$ cat config.mk
export PLATFORM = sky130hd
export DESIGN_NAME = bist_signature_analyzer_flat
export DESIGN_NICKNAME = d
export VERILOG_FILES = /design/src/rtl/bist_signature_analyzer_if.sv /design/src/rtl/bist_signature_analyzer.sv /design/src/flat_wrapper.sv
export SDC_FILE = /design/constraint.sdc
export NUM_CORES = 1
export LEC_CHECK = 0
export CAP_MARGIN = 10
export CORE_MARGIN = 2
export CORE_UTILIZATION = 40
export DETAILED_ROUTE_END_ITERATION = 16
export GPL_ROUTABILITY_DRIVEN = 1
export GPL_TIMING_DRIVEN = 1
export PLACE_DENSITY = 0.72
export SETUP_SLACK_MARGIN = 0.05
export SLEW_MARGIN = 30
export SYNTH_ARGS = -nofsm -noshare
export SYNTH_HDL_FRONTEND = slang
export SYNTH_SLANG_ARGS = --single-unit
$ cat constraint.sdc
create_clock -name clk -period 1.7 [get_ports clk]
set_clock_uncertainty 0.15 [all_clocks]
set_input_delay 0.17 -clock clk [delete_from_list [all_inputs] [get_ports clk]]
set_output_delay 0.17 -clock clk [all_outputs]
set_load 0.01 [all_outputs]
$ cat src/rtl/bist_signature_analyzer_if.sv
// Response/control bundle between the BIST sequencer and the signature analyzer.
// The master drives the run request and the response stream. The slave (the analyzer)
// reports its state and the signature it has compacted.
interface bist_signature_analyzer_if #(
    parameter int WIDTH = 5,
    parameter int CW    = 5
);
    logic             start;
    logic             resp_valid;
    logic [WIDTH-1:0] resp_in;
    logic             busy;
    logic             done;
    logic             pass;
    logic [WIDTH-1:0] signature;
    logic [CW-1:0]    pattern_count;

    modport master (
        output start, resp_valid, resp_in,
        input  busy, done, pass, signature, pattern_count
    );

    modport slave (
        input  start, resp_valid, resp_in,
        output busy, done, pass, signature, pattern_count
    );
endinterface

$ cat src/rtl/bist_signature_analyzer.sv
// Galois MISR response compactor with a run-control FSM.
// The block compacts exactly NUM_PATTERNS valid responses, then freezes the signature.
// It also freezes a pass flag that says whether the final signature equals GOLDEN.
// Each accepted response folds in on the same edge, so no extra compare cycle is needed.
module bist_signature_analyzer #(
    parameter int               WIDTH        = 5,
    parameter logic [WIDTH-1:0] POLY         = 5'b00101,
    parameter logic [WIDTH-1:0] SEED         = 5'b00000,
    parameter int               NUM_PATTERNS = 31,
    parameter logic [WIDTH-1:0] GOLDEN       = 5'b00000,
    parameter int               CW           = $clog2(NUM_PATTERNS + 1)
) (
    input  logic                      clk,
    input  logic                      rst,
    bist_signature_analyzer_if.slave  bus
);

    typedef enum logic [1:0] {
        IDLE = 2'd0,
        RUN  = 2'd1,
        DONE = 2'd2
    } state_t;

    // Count value when the final response of a run is being accepted.
    localparam logic [CW-1:0] LAST_IDX = CW'(NUM_PATTERNS - 1);

    state_t           state_q, state_d;
    logic [WIDTH-1:0] sig_q,   sig_d;
    logic [CW-1:0]    cnt_q,   cnt_d;
    logic             pass_q,  pass_d;

    // One MISR step: shift left. If the MSB falls out, fold in the feedback taps.
    // Then XOR in the response word.
    logic [WIDTH-1:0] sig_step;
    assign sig_step = {sig_q[WIDTH-2:0], 1'b0}
                    ^ ({WIDTH{sig_q[WIDTH-1]}} & POLY)
                    ^ bus.resp_in;

    // State and datapath registers. Reset returns everything to the idle/seed values.
    always_ff @(posedge clk or posedge rst) begin
        if (rst) begin
            state_q <= IDLE;
            sig_q   <= SEED;
            cnt_q   <= '0;
            pass_q  <= 1'b0;
        end else begin
            state_q <= state_d;
            sig_q   <= sig_d;
            cnt_q   <= cnt_d;
            pass_q  <= pass_d;
        end
    end

    // Next-state and datapath selection.
    // sig_step is only selected on a valid response, so garbage on resp_in during a
    // stall never reaches the state.
    always_comb begin
        state_d = state_q;
        sig_d   = sig_q;
        cnt_d   = cnt_q;
        pass_d  = pass_q;
        unique case (state_q)
            IDLE, DONE: begin
                // A new run reloads the seed. A response offered on this cycle is not compacted.
                if (bus.start) begin
                    state_d = RUN;
                    sig_d   = SEED;
                    cnt_d   = '0;
                    pass_d  = 1'b0;
                end
            end
            RUN: begin
                if (bus.resp_valid) begin
                    sig_d = sig_step;
                    cnt_d = cnt_q + CW'(1);
                    if (cnt_q == LAST_IDX) begin
                        // Compare the freshly computed signature, not the registered one.
                        state_d = DONE;
                        pass_d  = (sig_step == GOLDEN);
                    end
                end
            end
            default: begin
                state_d = IDLE;
                sig_d   = SEED;
                cnt_d   = '0;
                pass_d  = 1'b0;
            end
        endcase
    end

    assign bus.busy          = (state_q == RUN);
    assign bus.done          = (state_q == DONE);
    assign bus.pass          = pass_q & (state_q == DONE);
    assign bus.signature     = sig_q;
    assign bus.pattern_count = cnt_q;

endmodule

$ cat src/flat_wrapper.sv
// flat-port wrapper written by rule: the top's interface ports become plain ports
module bist_signature_analyzer_flat 
#(
    parameter int               WIDTH        = 5,
    parameter logic [WIDTH-1:0] POLY         = 5'b00101,
    parameter logic [WIDTH-1:0] SEED         = 5'b00000,
    parameter int               NUM_PATTERNS = 31,
    parameter logic [WIDTH-1:0] GOLDEN       = 5'b00000,
    parameter int               CW           = $clog2(NUM_PATTERNS + 1)
)
  (clk, rst, bus_start, bus_resp_valid, bus_resp_in, bus_busy, bus_done, bus_pass, bus_signature, bus_pattern_count);
  bist_signature_analyzer_if #(.WIDTH(WIDTH), .CW(CW)) bus_i ();
  input  logic clk;
  input  logic rst;
  input wire logic [$bits(bus_i.start)-1:0] bus_start;
  input wire logic [$bits(bus_i.resp_valid)-1:0] bus_resp_valid;
  input wire logic [$bits(bus_i.resp_in)-1:0] bus_resp_in;
  output wire logic [$bits(bus_i.busy)-1:0] bus_busy;
  output wire logic [$bits(bus_i.done)-1:0] bus_done;
  output wire logic [$bits(bus_i.pass)-1:0] bus_pass;
  output wire logic [$bits(bus_i.signature)-1:0] bus_signature;
  output wire logic [$bits(bus_i.pattern_count)-1:0] bus_pattern_count;
  assign bus_i.start = bus_start;
  assign bus_i.resp_valid = bus_resp_valid;
  assign bus_i.resp_in = bus_resp_in;
  assign bus_busy = bus_i.busy;
  assign bus_done = bus_i.done;
  assign bus_pass = bus_i.pass;
  assign bus_signature = bus_i.signature;
  assign bus_pattern_count = bus_i.pattern_count;
  bist_signature_analyzer #(.WIDTH(WIDTH), .POLY(POLY), .SEED(SEED), .NUM_PATTERNS(NUM_PATTERNS), .GOLDEN(GOLDEN), .CW(CW)) u_core (.clk(clk), .rst(rst), .bus(bus_i));
endmodule
==> run summary <==
Status: completed
DRT Pass-1 Iters: 4
First-pass GRT wire length: 2456 um
Total Power: 1312 uW
Max Cap Viol: 0
CP arrival: 1.62 ns
Slew HR: 66.06%
Dpl cells: 113
I/O Buffers: 21
CP Launch Point: u_core.state_q[0]$_DFFE_PP0P_
CTS Root Cell: clkbuf_4
Worst reg2reg endpoint: u_core.bus.signature[2]$_DFFE_PP0P_
Max Fclk: 623.1 MHz
Met3 Wirelength: 53 um
Pwr dens: 1251 nW/um^2
Die width: 46.23 um
CTS tree: built
Period utilization: 94.40%
Sw Share: 35.31%
Slew @ Worst Pin: 0.5085 ns
CTS Buf Count: 3
Detailed-route via count: 621
Clock buffer depth: 2
Syn. warnings: 0
Reg clk slew, reported paths: 0.08 ns
Share of cells above drive strength 1: 24.21%
Finished Layout Cells: 120
Met2 wire length: 793 um
Post-synth top area share: 45.61%
Worst R2R Path Depth: 5
Mean routed wirelength per cell: 13.18 um
Final Setup Violations: 0
R2R Setup Slk: 0.1 ns
Total GRT Usage: 16.46%
Kind of end point of the critical path: flop
Routed wire length: 1582 um
Sequential Power Share: 41.1%
TNS Setup: 0 ns
Syn Nets: 76
Vias per inst: 5.175
Register bit total from synthesis: 13
Hold Crit Class: in2async
Worst setup SP type: flop
Max rail drop VDD: 0.7674 mV
Placer Congestion: 0.7540
Crit Path Category: reg2reg
Detail Placement HPWL: 1143 um
Largest net degree at the start of global routing: 14
Final Hold Vio Count: 0
Starting Density: 41.76%
Syn Inst Count: 65
Clock power frac: 14.7%
Initial DRC Count: 13
Clock Latency Late Sink: 0.27 ns
N_diodes: 0
Synth cell types: 25
Switching pwr: 463.3 uW
CP required: 1.72 ns
Drt drc: 0
DIE HEIGHT: 46.23 um
CTS sink cnt: 13
H-Tree Depth: 1
# nets final: 107
I/O pins: 22
Top cells by area, synth: dfrtp_1 (46%), xnor2_1 (7.4%), o2bb2ai_1 (6.1%)
Worst flop-to-flop path startpoint: u_core.state_q[0]$_DFFE_PP0P_
Mapped Area: 713.2 sq um
Power share of the combinational group: 44.3%
Min Clock Period, post-route: 1.605 ns
WHS: 0.06949 ns
Die ar.: 2137 sq um
GRT overflow: 0
Vias in the first global route: 559
Layout area overhead: 47.02%
M1 wire length: 715 um
RSZ-0062 raised after global routing: yes
Avg Inst Size Synth: 10.97 sq um
Uppermost layer routed: met4
Final max-slew violation count: 0
Routed Antenna Nets: 0
Leakage: 0.0004305 uW
Crit Path Max Fanout: 8
CORE AREA: 1708 sq um
Initial antenna violation count: 0
Rows: 15
Seq/Total Area, Yosys: 45.61%
Internal power: 848.7 uW
Post-synth top area cell: dfrtp_1
timing repair:
item,CTS,global route
setup buffers,3,1
pin swaps,0,3
hold buffers,0,0
hold endpoints to repair,0,0
endpoints found under the setup margin,3,12
gates resized for setup,4,10
cell families after synthesis:
family,Yosys count,synth area share (%)
adder cells (fa/ha/maj),2,3.508
flip-flops,13,45.61
multiplexers,1,1.404
XOR/XNOR,6,7.368
AO/OA/AOI/OAI,18,19.47
AND/OR/NAND/NOR,19,18.25
buffers and inverters,6,4.385
layout by cell type, fill, tap and decap left out, drive strengths merged:
| cell | Yosys | final |
|---|---|---|
| a21o | 3 | 3 |
| a21oi | 3 | 3 |
| a32o | 1 | 1 |
| and2 | 1 | 1 |
| and2b | 2 | 2 |
| and4 | 1 | 1 |
| buf | 2 | 7 |
| clkbuf | 0 | 4 |
| clkdlybuf4s50 | 0 | 18 |
| dfrtp | 13 | 13 |
| dlygate4sd2 | 0 | 3 |
| ha | 2 | 2 |
| inv | 4 | 4 |
| mux2i | 1 | 1 |
| nand2 | 1 | 1 |
| nand3 | 3 | 3 |
| nand3b | 1 | 1 |
| nand4 | 2 | 2 |
| nor2 | 3 | 3 |
| nor3b | 1 | 1 |
| o2bb2ai | 5 | 5 |
| o311ai | 1 | 1 |
| o31ai | 5 | 5 |
| or2 | 1 | 1 |
| or4 | 3 | 3 |
| xnor2 | 6 | 6 |
cell type report:
| type | instances | area (sq um) |
|---|---|---|
| clock buffer | 4 | 26.28 |
| fill | 145 | 659.4 |
| inverter | 4 | 15.01 |
| multi-input combinational | 46 | 379.1 |
| sequential | 13 | 330.3 |
| tap | 25 | 31.28 |
| timing repair buffer | 28 | 266.5 |
layer usage:
metal / GRT usage, % / vias up
met5: 0 / -
met4: 6.857 / 0
met3: 4.706 / 2
met2: 26.94 / 14
met1: 20.05 / 300
li1: - / 305
per-stage QoR:
step	worst slack [ns]	utilization, %	instance area, sq um
floorplan	0.1885	-	713.2
global placement	0.05970	56.70	968.4
detailed placement	0.03974	56.70	968.4
CTS	0.01934	59.41	1015
global route	0.04602	61.39	1049
finish	0.09522	61.39	1049
cell usage after synthesis, drive strengths merged:
| master | number |
|---|---|
| inv | 4 |
| mux2i | 1 |
| nand4 | 2 |
| nor3b | 1 |
| or2 | 1 |
| xnor2 | 6 |
| a21oi | 3 |
| o2bb2ai | 5 |
| a21o | 3 |
| buf | 2 |
| and2b | 2 |
| and2 | 1 |
| nor2 | 3 |
| o311ai | 1 |
| dfrtp | 13 |
| nand3 | 3 |
| and4 | 1 |
| ha | 2 |
| o31ai | 5 |
| a32o | 1 |
| or4 | 3 |
| nand3b | 1 |
| nand2 | 1 |
power groups by stage:
stage,Sequential [uW],Combinational [uW],Clock [uW]
after floorplan,553,252,0
after global placement,530,544,0
after detailed placement,537,546,0
after CTS,528,562,199
after global routing,557,637,216
final,539,581,193
worst max-delay path by stage:
stage	endpoint	slack (ns)	depth (start not counted)
after floorplan	u_core.bus.pattern_count[2]$_DFFE_PP0P_	0.19	4
after global placement	u_core.bus.pattern_count[3]$_DFFE_PP0P_	0.06	4
after detailed placement	u_core.bus.pattern_count[3]$_DFFE_PP0P_	0.04	4
after CTS	u_core.bus.signature[0]$_DFFE_PP0P_	0.02	6
after global routing	bus_pass	0.05	4
final	u_core.bus.signature[2]$_DFFE_PP0P_	0.1	5
critical path, cell delays in order (launching register included):
cell and delay, ns:
dfrtp_2 0.44, buf_6 0.13, nor3b_4 0.17, or2_0 0.22, buf_4 0.17, a32o_1 0.22
sequential cells by signal, indices dropped and copies added (netlist names):
signal and flops:
u_core.pass_q 1, u_core.state_q 2, u_core.bus.pattern_count 5, u_core.bus.signature 5
(Power assumes the default switching activity.)
